<file path="src/rtl/countdown_timer_r0.sv">
// Loadable prescaled down-counter; done pulses on reaching zero; AUTO_RELOAD_EN makes it periodic.
// Latency: count=N one clk after start, done N*(DELAY+1) clks after load; all outputs registered.
// No backpressure: pause freezes count/prescaler, abort clears, start (re)loads at any time.
module countdown_timer_r0 #(
    parameter int MAX_COUNT = 100,
    parameter int BIT_WIDTH = $clog2(MAX_COUNT + 1),
    parameter int DELAY     = 0
) (
    input  logic                 clk,
    input  logic                 rst,
    input  logic                 start,
    input  logic                 pause,
    input  logic                 abort,
    input  logic [BIT_WIDTH-1:0] dataIn,
    output logic [BIT_WIDTH-1:0] count,
    output logic                 busy,
    output logic                 done
);

    localparam int PW = (DELAY > 0) ? $clog2(DELAY + 1) : 1;
    localparam logic [PW-1:0]        PRE_MAX = PW'(DELAY);
    localparam logic [BIT_WIDTH-1:0] MAX_VAL = BIT_WIDTH'(MAX_COUNT);

    typedef enum logic [1:0] {IDLE, RUN, HOLD, DONE} state_t;

    state_t               state, state_nx;
    logic [BIT_WIDTH-1:0] count_nx;
    logic [BIT_WIDTH-1:0] load_val;
    logic [PW-1:0]        pre, pre_nx;
    logic                 busy_nx, done_nx;
`ifdef AUTO_RELOAD_EN
    logic [BIT_WIDTH-1:0] reload, reload_nx;
`endif

    assign load_val = (dataIn > MAX_VAL) ? MAX_VAL : dataIn;

    always_ff @(posedge clk or posedge rst) begin
        if (rst) begin
            state  <= IDLE;
            count  <= '0;
            pre    <= '0;
            busy   <= 1'b0;
            done   <= 1'b0;
`ifdef AUTO_RELOAD_EN
            reload <= '0;
`endif
        end else begin
            state  <= state_nx;
            count  <= count_nx;
            pre    <= pre_nx;
            busy   <= busy_nx;
            done   <= done_nx;
`ifdef AUTO_RELOAD_EN
            reload <= reload_nx;
`endif
        end
    end

    always_comb begin
        state_nx  = state;
        count_nx  = count;
        pre_nx    = pre;
        done_nx   = 1'b0;
`ifdef AUTO_RELOAD_EN
        reload_nx = reload;
`endif
        if (abort) begin
            state_nx = IDLE;
            count_nx = '0;
            pre_nx   = '0;
        end else if (start) begin
            count_nx = load_val;
            pre_nx   = '0;
`ifdef AUTO_RELOAD_EN
            reload_nx = load_val;
`endif
            if (load_val == '0)
                state_nx = DONE;
            else if (pause)
                state_nx = HOLD;
            else
                state_nx = RUN;
        end else begin
            case (state)
                RUN: begin
                    if (pause) begin
                        state_nx = HOLD;
                    end else if (pre == PRE_MAX) begin
                        pre_nx = '0;
                        if (count > 1) begin
                            count_nx = count - 1'b1;
                        end else begin
`ifdef AUTO_RELOAD_EN
                            // reload is nonzero whenever RUN is reachable
                            count_nx = reload;
                            done_nx  = 1'b1;
`else
                            count_nx = '0;
                            state_nx = DONE;
`endif
                        end
                    end else begin
                        pre_nx = pre + PW'(1);
                    end
                end
                HOLD: begin
                    if (!pause)
                        state_nx = RUN;
                end
                DONE: state_nx = IDLE;
                default: ;
            endcase
        end
        if (state_nx == DONE)
            done_nx = 1'b1;
        busy_nx = (state_nx == RUN) || (state_nx == HOLD);
    end

endmodule

</file>
<file path="config.mk">
export PLATFORM = sky130hd
export DESIGN_NAME = countdown_timer_r0
export DESIGN_NICKNAME = d
export VERILOG_FILES = /design/src/rtl/countdown_timer_r0.sv
export SDC_FILE = /design/constraint.sdc
export NUM_CORES = 1
export LEC_CHECK = 0
export ABC_AREA = 0
export CAP_MARGIN = 40
export CORE_UTILIZATION = 49
export DETAILED_ROUTE_END_ITERATION = 8
export GPL_TIMING_DRIVEN = 0
export PLACE_DENSITY = 0.8
export SYNTH_ARGS = -nofsm -noshare
export SYNTH_HDL_FRONTEND = slang
export SYNTH_SLANG_ARGS = --single-unit
</file>
<file path="constraint.sdc">
create_clock -name clk -period 4.78 [get_ports clk]
set_input_delay 1.195 -clock clk [delete_from_list [all_inputs] [get_ports clk]]
set_output_delay 1.195 -clock clk [all_outputs]
set_load 0.1 [all_outputs]
</file>
# [After elaboration in Yosys (flattened, before gate mapping)]
# Index checks and enable logic that the tools add are counted.
[word_totals] ff_bits=12
[op_classes] n_addsub=2 magnitude_cmp=2 n_eq_ne=8 mux=22 n_reduce_logical=5
[op_table] cell="$mux 7" count=7
[op_table] cell="$mux 2" count=8
[op_table] cell="$eq 2x2->1 const B" count=4
[op_table] cell="$gt 7x1->1 const B" count=1
[op_table] cell="$gt 7x7->1 const B" count=1
[op_table] cell="$logic_not 7->1" count=1
[op_table] cell="$sub 7x1->7 const B" count=1
[op_table] cell="$mux 1" count=6
[op_table] cell="$pmux 2 s3" count=1
[op_table] cell="$eq 2x1->1 const B" count=2
[op_table] cell="$ne 3x2->1 const B" count=1
[op_table] cell="$ne 3x3->1 const B" count=1
[op_table] cell="$reduce_and 3->1" count=1
[op_table] cell="$reduce_bool 3->1" count=1
[op_table] cell="$reduce_and 2->1" count=1
[op_table] cell="$add 1x1->1 const B" count=1
[op_table] cell="$logic_or 1x1->1" count=1

# [Logic depth before layout (Yosys ltp)]
[depth] depth_word=9 depth_mapped=6

# [Least setup slack after synthesis]
# OpenSTA, ideal clock, no wires.
[synth_path] kind="register to register" startpoint="register count[2]" endpoint="register busy" arrival_ps=2499 required_time_ps=4654 path_slack_ps=2155 path_stages_with_launch=5 cell_sequence="dfrtp_1 -> or4_4 -> or4_1 -> a211oi_1 -> ha_1"
[synth_between] elab_chain_cells=9 word_cells_on_any_way=10 classes_between="order compare (1); eq/ne (2); mux (6); reduce/logical (1)"
[synth_rtl] item="start, declared" line_no="15" source="output logic [BIT_WIDTH-1:0] count,"
[synth_rtl] item="start signal, assigned" line_no="49" source="count <= count_nx;"
[synth_rtl] item="$gt 7x1->1 *" line_no="90" source="if (count > 1) begin"
[synth_rtl] item="$mux 2 *" line_no="90"
[synth_rtl] item="$mux 2 *" line_no="88" source="end else if (pre == PRE_MAX) begin"
[synth_rtl] item="$mux 2 *" line_no="86" source="if (pause) begin"
[synth_rtl] item="$pmux 2 s3 *" line_no="84" source="case (state)"
[synth_rtl] item="$mux 2 *" line_no="71" source="end else if (start) begin"
[synth_rtl] item="$mux 2 *" line_no="67" source="if (abort) begin"
[synth_rtl] item="via state_nx[1]" line_no="26" source="state_t state, state_nx;"
[synth_rtl] item="$eq 2x1->1 or $eq 2x2->1 (tied branches)" line_no="116" source="busy_nx = (state_nx == RUN) || (state_nx == HOLD);"
[synth_rtl] item="$logic_or 1x1->1 *" line_no="116"
[synth_rtl] item="via busy_nx" line_no="30" source="logic busy_nx, done_nx;"
[synth_rtl] item="end signal, assigned" line_no="51" source="busy <= busy_nx;"
[synth_rtl] item="end, declared" line_no="16" source="output logic busy,"
# The timed path passes the listed nets; every way through them passes the cells marked *.
# A chain may end at the register's enable or synchronous reset.

# [Final worst setup path]
[layout_path] startpoint="input dataIn[5]" endpoint="register busy"
[layout_between] elab_chain_cells=8 word_cells_on_any_way=9 classes_between="order compare (1); eq/ne (2); mux (4); reduce/logical (2)"
[layout_rtl] item="start, declared" line_no="14" source="input logic [BIT_WIDTH-1:0] dataIn,"
[layout_rtl] item="$gt 7x7->1" line_no="35" source="assign load_val = (dataIn > MAX_VAL) ? MAX_VAL : dataIn;"
[layout_rtl] item="$mux 7 *" line_no="35"
[layout_rtl] item="$logic_not 7->1 *" line_no="77" source="if (load_val == '0)"
[layout_rtl] item="$mux 2 *" line_no="77"
[layout_rtl] item="$mux 2 *" line_no="71"
[layout_rtl] item="$mux 2 *" line_no="67"
[layout_rtl] item="via state_nx[1]" line_no="26"
[layout_rtl] item="$eq 2x1->1 or $eq 2x2->1 (tied branches)" line_no="116"
[layout_rtl] item="$logic_or 1x1->1 *" line_no="116"
[layout_rtl] item="via busy_nx" line_no="30"
# Marks and branches as above.

==> run summary <==
The flow ran to the end, and the final reports show no timing, DRC or antenna violations. Summing every instance area after synthesis gives 713 µm². Setup repair after global routing left no endpoint under its margin. The fraction of final layout cells with drive strength greater than 1 came out at 16.2%. The worst stage delay on the critical path is 0.50 ns. The chip width is 40.2 µm. Setup violations remaining at the end of the flow were counted as 0.

Hold timing on the final database bottoms out at a slack of 0.623 ns. The relative contribution of the clock network to total power is 22.6%. The cell sitting at the root of the clock tree is a clkbuf_4. The final worst setup slack came out at about 1.9 ns.

Dividing total power by cell area gives a power density of 267 nW/µm². Summing all multi-input logic gate instances after layout gives 408 µm². In this design, the critical path's most frequently occurring cell is a211oi_1. The floorplan core area came out at approximately 1300 µm². For the worst flop-to-flop path, the logic depth is 4. Once detailed placement completed, the half-perimeter wirelength came to 1.48 mm. The floorplan die height came out at 40.2 µm. The total number of yosys warnings came out at 0. In this run switching power makes up between 30% and 40% of total power. After clock tree synthesis, the setup repair step added 0 buffers.

The full die area came out at ~1600 µm². The site row count came out at 13. Synthesis inferred 11 register bits. The aggregate negative setup slack is 0 ns. After detailed routing, the average wire length per cell comes to 16.4 µm. Counting instances, the worst hold path has a depth of 2. The critical path crosses 5 cells after its start point. The data required time at the worst endpoint is 4.93 ns. The fmax is 0.351 GHz. After detailed routing, the number of vias per cell comes to 6.14. TritonCTS built the clock tree. The number of maximum-capacitance constraint violations came out at 0. The pre-CTS setup slack came out at about 1.8 ns. The final layout contains approximately 120 nets. The initial antenna violation count came out at 0. By area the synthesized netlist is led by dfrtp_1 39%, ha_1 5.3%, inv_1 3.2%. Routability-driven placement finished with a final weighted congestion of 0.843. The number of buffers and inverters on the critical path came out at 1. The number of global-route vias before repair came to 660.

The number of antenna diodes is 0. The total routing usage reported by global routing came out at between 20% and 30%. The sequential fraction of design power is a little under two fifths. The area growth from synthesis to final layout came out at 51.9%. The number of pins exceeding their max-slew limit in the final report is 0. Sequential cells were found to cover a little under 40% of the synthesized design area. The maximum fanout along the worst path came out at 4.

The internal portion of the total power is 178 µW. Combinational logic is responsible for 39.9% of the overall power. The number of clock sinks came out at 11. The relative slew slack came out at 37.5%. Counting every instance in the synthesized netlist gives 73. The count of nets left with antenna violations once routing finished came out at 0. In this run the number of H-tree levels came out at 1.

Wires add up to just under 2 mm. The kind of end point of the critical path is a flop. The initial core utilization came out at 53.5%. The classification of the worst-slack hold path is flop to flop. The cell family contributing the most delay on the critical path is compound AO/OA/AOI/OAI gates. When the netlist entered floorplanning its net count stood at 88.

The share of the clock period used by the worst path came out at 59.6%. The clock period minus worst slack is 2.85 ns. Summed over all nets, the switching power comes to 111 µW. The hold-fix buffer count after cts came out at 0.

The measured slew at the worst slew-check pin came out at about 0.93 ns. After synthesis, the mean cell area works out to a little under 10 µm². The critical path is of the primary input to flop type. The critical path's slowest cell is clkdlybuf4s50_1. The cell taking the most area after synthesis is dfrtp_1. Traced cell by cell, the critical path runs through clkdlybuf4s50_1, nor4_1, a211oi_1, a211oi_1, ha_1. Before antenna repair, the detailed router went through 4 iterations. The final hold violation count came out at 0. For this design the static power due to leakage is approximately 0.00043 µW. On the final layout, the worst clock skew is 0.00570 ns. Detailed routing inserted a total of 737 vias.

The CTS buffer count is 3. The maximum buffer depth of the clock tree came out at 2. The remaining global-route overflow came out at 0. VDD sags by at most 0.188 mV.

The clock transition at the registers of the reported paths is about 0.070 ns. The total of buffers placed on input and output ports is 19. The overall power consumption came out at 289 µW. The maximum number of pins on one net before global-route repair is 12.

In this run, distinct cell masters in the synthesized netlist total 36. The area fraction of the dominant cell type after synthesis came out at 38.6%. The signal arrival time at the worst endpoint is 3.00 ns. The number of inserted filler cells in the final layout came out at 89. The worst setup path is launched from a primary input. The post-cts sizing count came out at 0. The total I/O pin count is 21. The first global-routing pass estimated 2.80 mm of wire. In this run, the number of DRC markers left after iteration 0 of detailed routing was a little over 40.

The placed instance area is 1060 µm². The register cell area after layout is 275 µm². In the routed design, unresolved DRC markers number 0.

The worst-skew pair later-pin latency came out at 0.27 ns. The final instance area is 1080 µm².
-- cell families (layout without fill, tap and decap cells) --
logic type,count (synthesis),after routing,synth area share [%]
XOR/XNOR,2,2,2.46
AO/OA/AOI/OAI,24,24,26.1
flip-flops,11,11,38.6
adder cells (fa/ha/maj),3,3,5.26
buffers and inverters,8,40,4.21
AND/OR/NAND/NOR,25,25,23.3
-- final cells by class --
type / count / area share (%)
Inverter: 6 / 2.08
Buffer: 2 / 0.693
Tap cell: 15 / 1.73
Multi-Input combinational cell: 54 / 37.6
Timing Repair Buffer: 28 / 30.0
Clock buffer: 4 / 2.42
Sequential cell: 11 / 25.4
-- Yosys cell counts (all sizes together) --
master    n
o2111ai   2
nor2b     2
o22ai     2
a21oi     3
nand4b    1
a21bo     1
xor2      1
ha        3
nor4      2
or4bb     1
nand3     3
or4       2
or3b      1
o211ai    3
nand2     1
a311oi    2
nand4bb   1
o21bai    1
dfrtp    11
xnor2     1
inv       6
a211oi    2
o21ba     1
nor4bb    1
o31a      1
nor3b     2
nor3      1
nor2      5
a32oi     2
clkbuf    2
o21ai     1
a221oi    1
nand2b    1
o311ai    2
nor4b     1
-- flip-flops by register name, summed over array words and instances, names as in the netlist --
register / count
busy: 1
count: 7
done: 1
state: 2
-- power by group through the flow --
stage          registers, µW  logic, µW  clock network [µW]
2_1_floorplan            146       30.1                   0
3_3_place_gp             109       95.4                   0
3_5_place_dp             110        115                   0
4_1_cts                  108        115                64.5
5_1_grt                  109        121                69.4
6_report                 108        115                65.4
-- metal layers --
layer / vias up / wire length (µm) / global-route usage [%]
met1: 339 / 834 / 34.0
met3: 2 / 165 / 6.11
met4: 0 / 11 / 6.03
li1: 356 / - / -
met5: - / 0 / 0
met2: 40 / 961 / 43.5
-- placed cells by master, fill, tap and decap left out, types with 2 or more instances in the layout --
master           instances
a32oi_1                  2
ha_1                     3
a21oi_1                  3
o2111ai_1                2
nor2_1                   5
clkdlybuf4s50_1         19
nand3_1                  3
a311oi_1                 2
clkbuf_4                 3
buf_8                    9
nor2b_1                  2
inv_1                    6
nor3b_1                  2
a211oi_1                 2
clkbuf_1                 3
dfrtp_1                 11
o311ai_0                 2
nor4_1                   2
o22ai_1                  2
o211ai_1                 3
-- path summary, 6_finish.rpt --
check                                     start              endpoint  slack [ns]
setup / recovery                      dataIn[5]        busy$_DFF_PP0_        1.93
hold / removal             count[5]$_DFFE_PP0P_  count[5]$_DFFE_PP0P_        0.62
setup reg to reg           count[2]$_DFFE_PP0P_        busy$_DFF_PP0_        2.41
hold reg to reg            count[5]$_DFFE_PP0P_  count[5]$_DFFE_PP0P_        0.62
max in group asynchronous                   rst        done$_DFF_PP0_        3.25
min in group asynchronous                   rst  count[4]$_DFFE_PP0P_        1.23
-- per-stage QoR --
step,utilization (%),instances
floorplan,-,73
CTS,81.2,120
global route,81.2,120
finish,81.2,120
global placement,69.1,107
detailed placement,79.3,116
-- tightest hold or removal path, delay by kind of cell (launching register included) --
family / cells / cell delay [ns]
AND/OR/NAND/NOR: 1 / 0.12
AO/OA/AOI/OAI: 1 / 0.09
flip-flops: 1 / 0.37
Power figures use the tool's default switching activity.
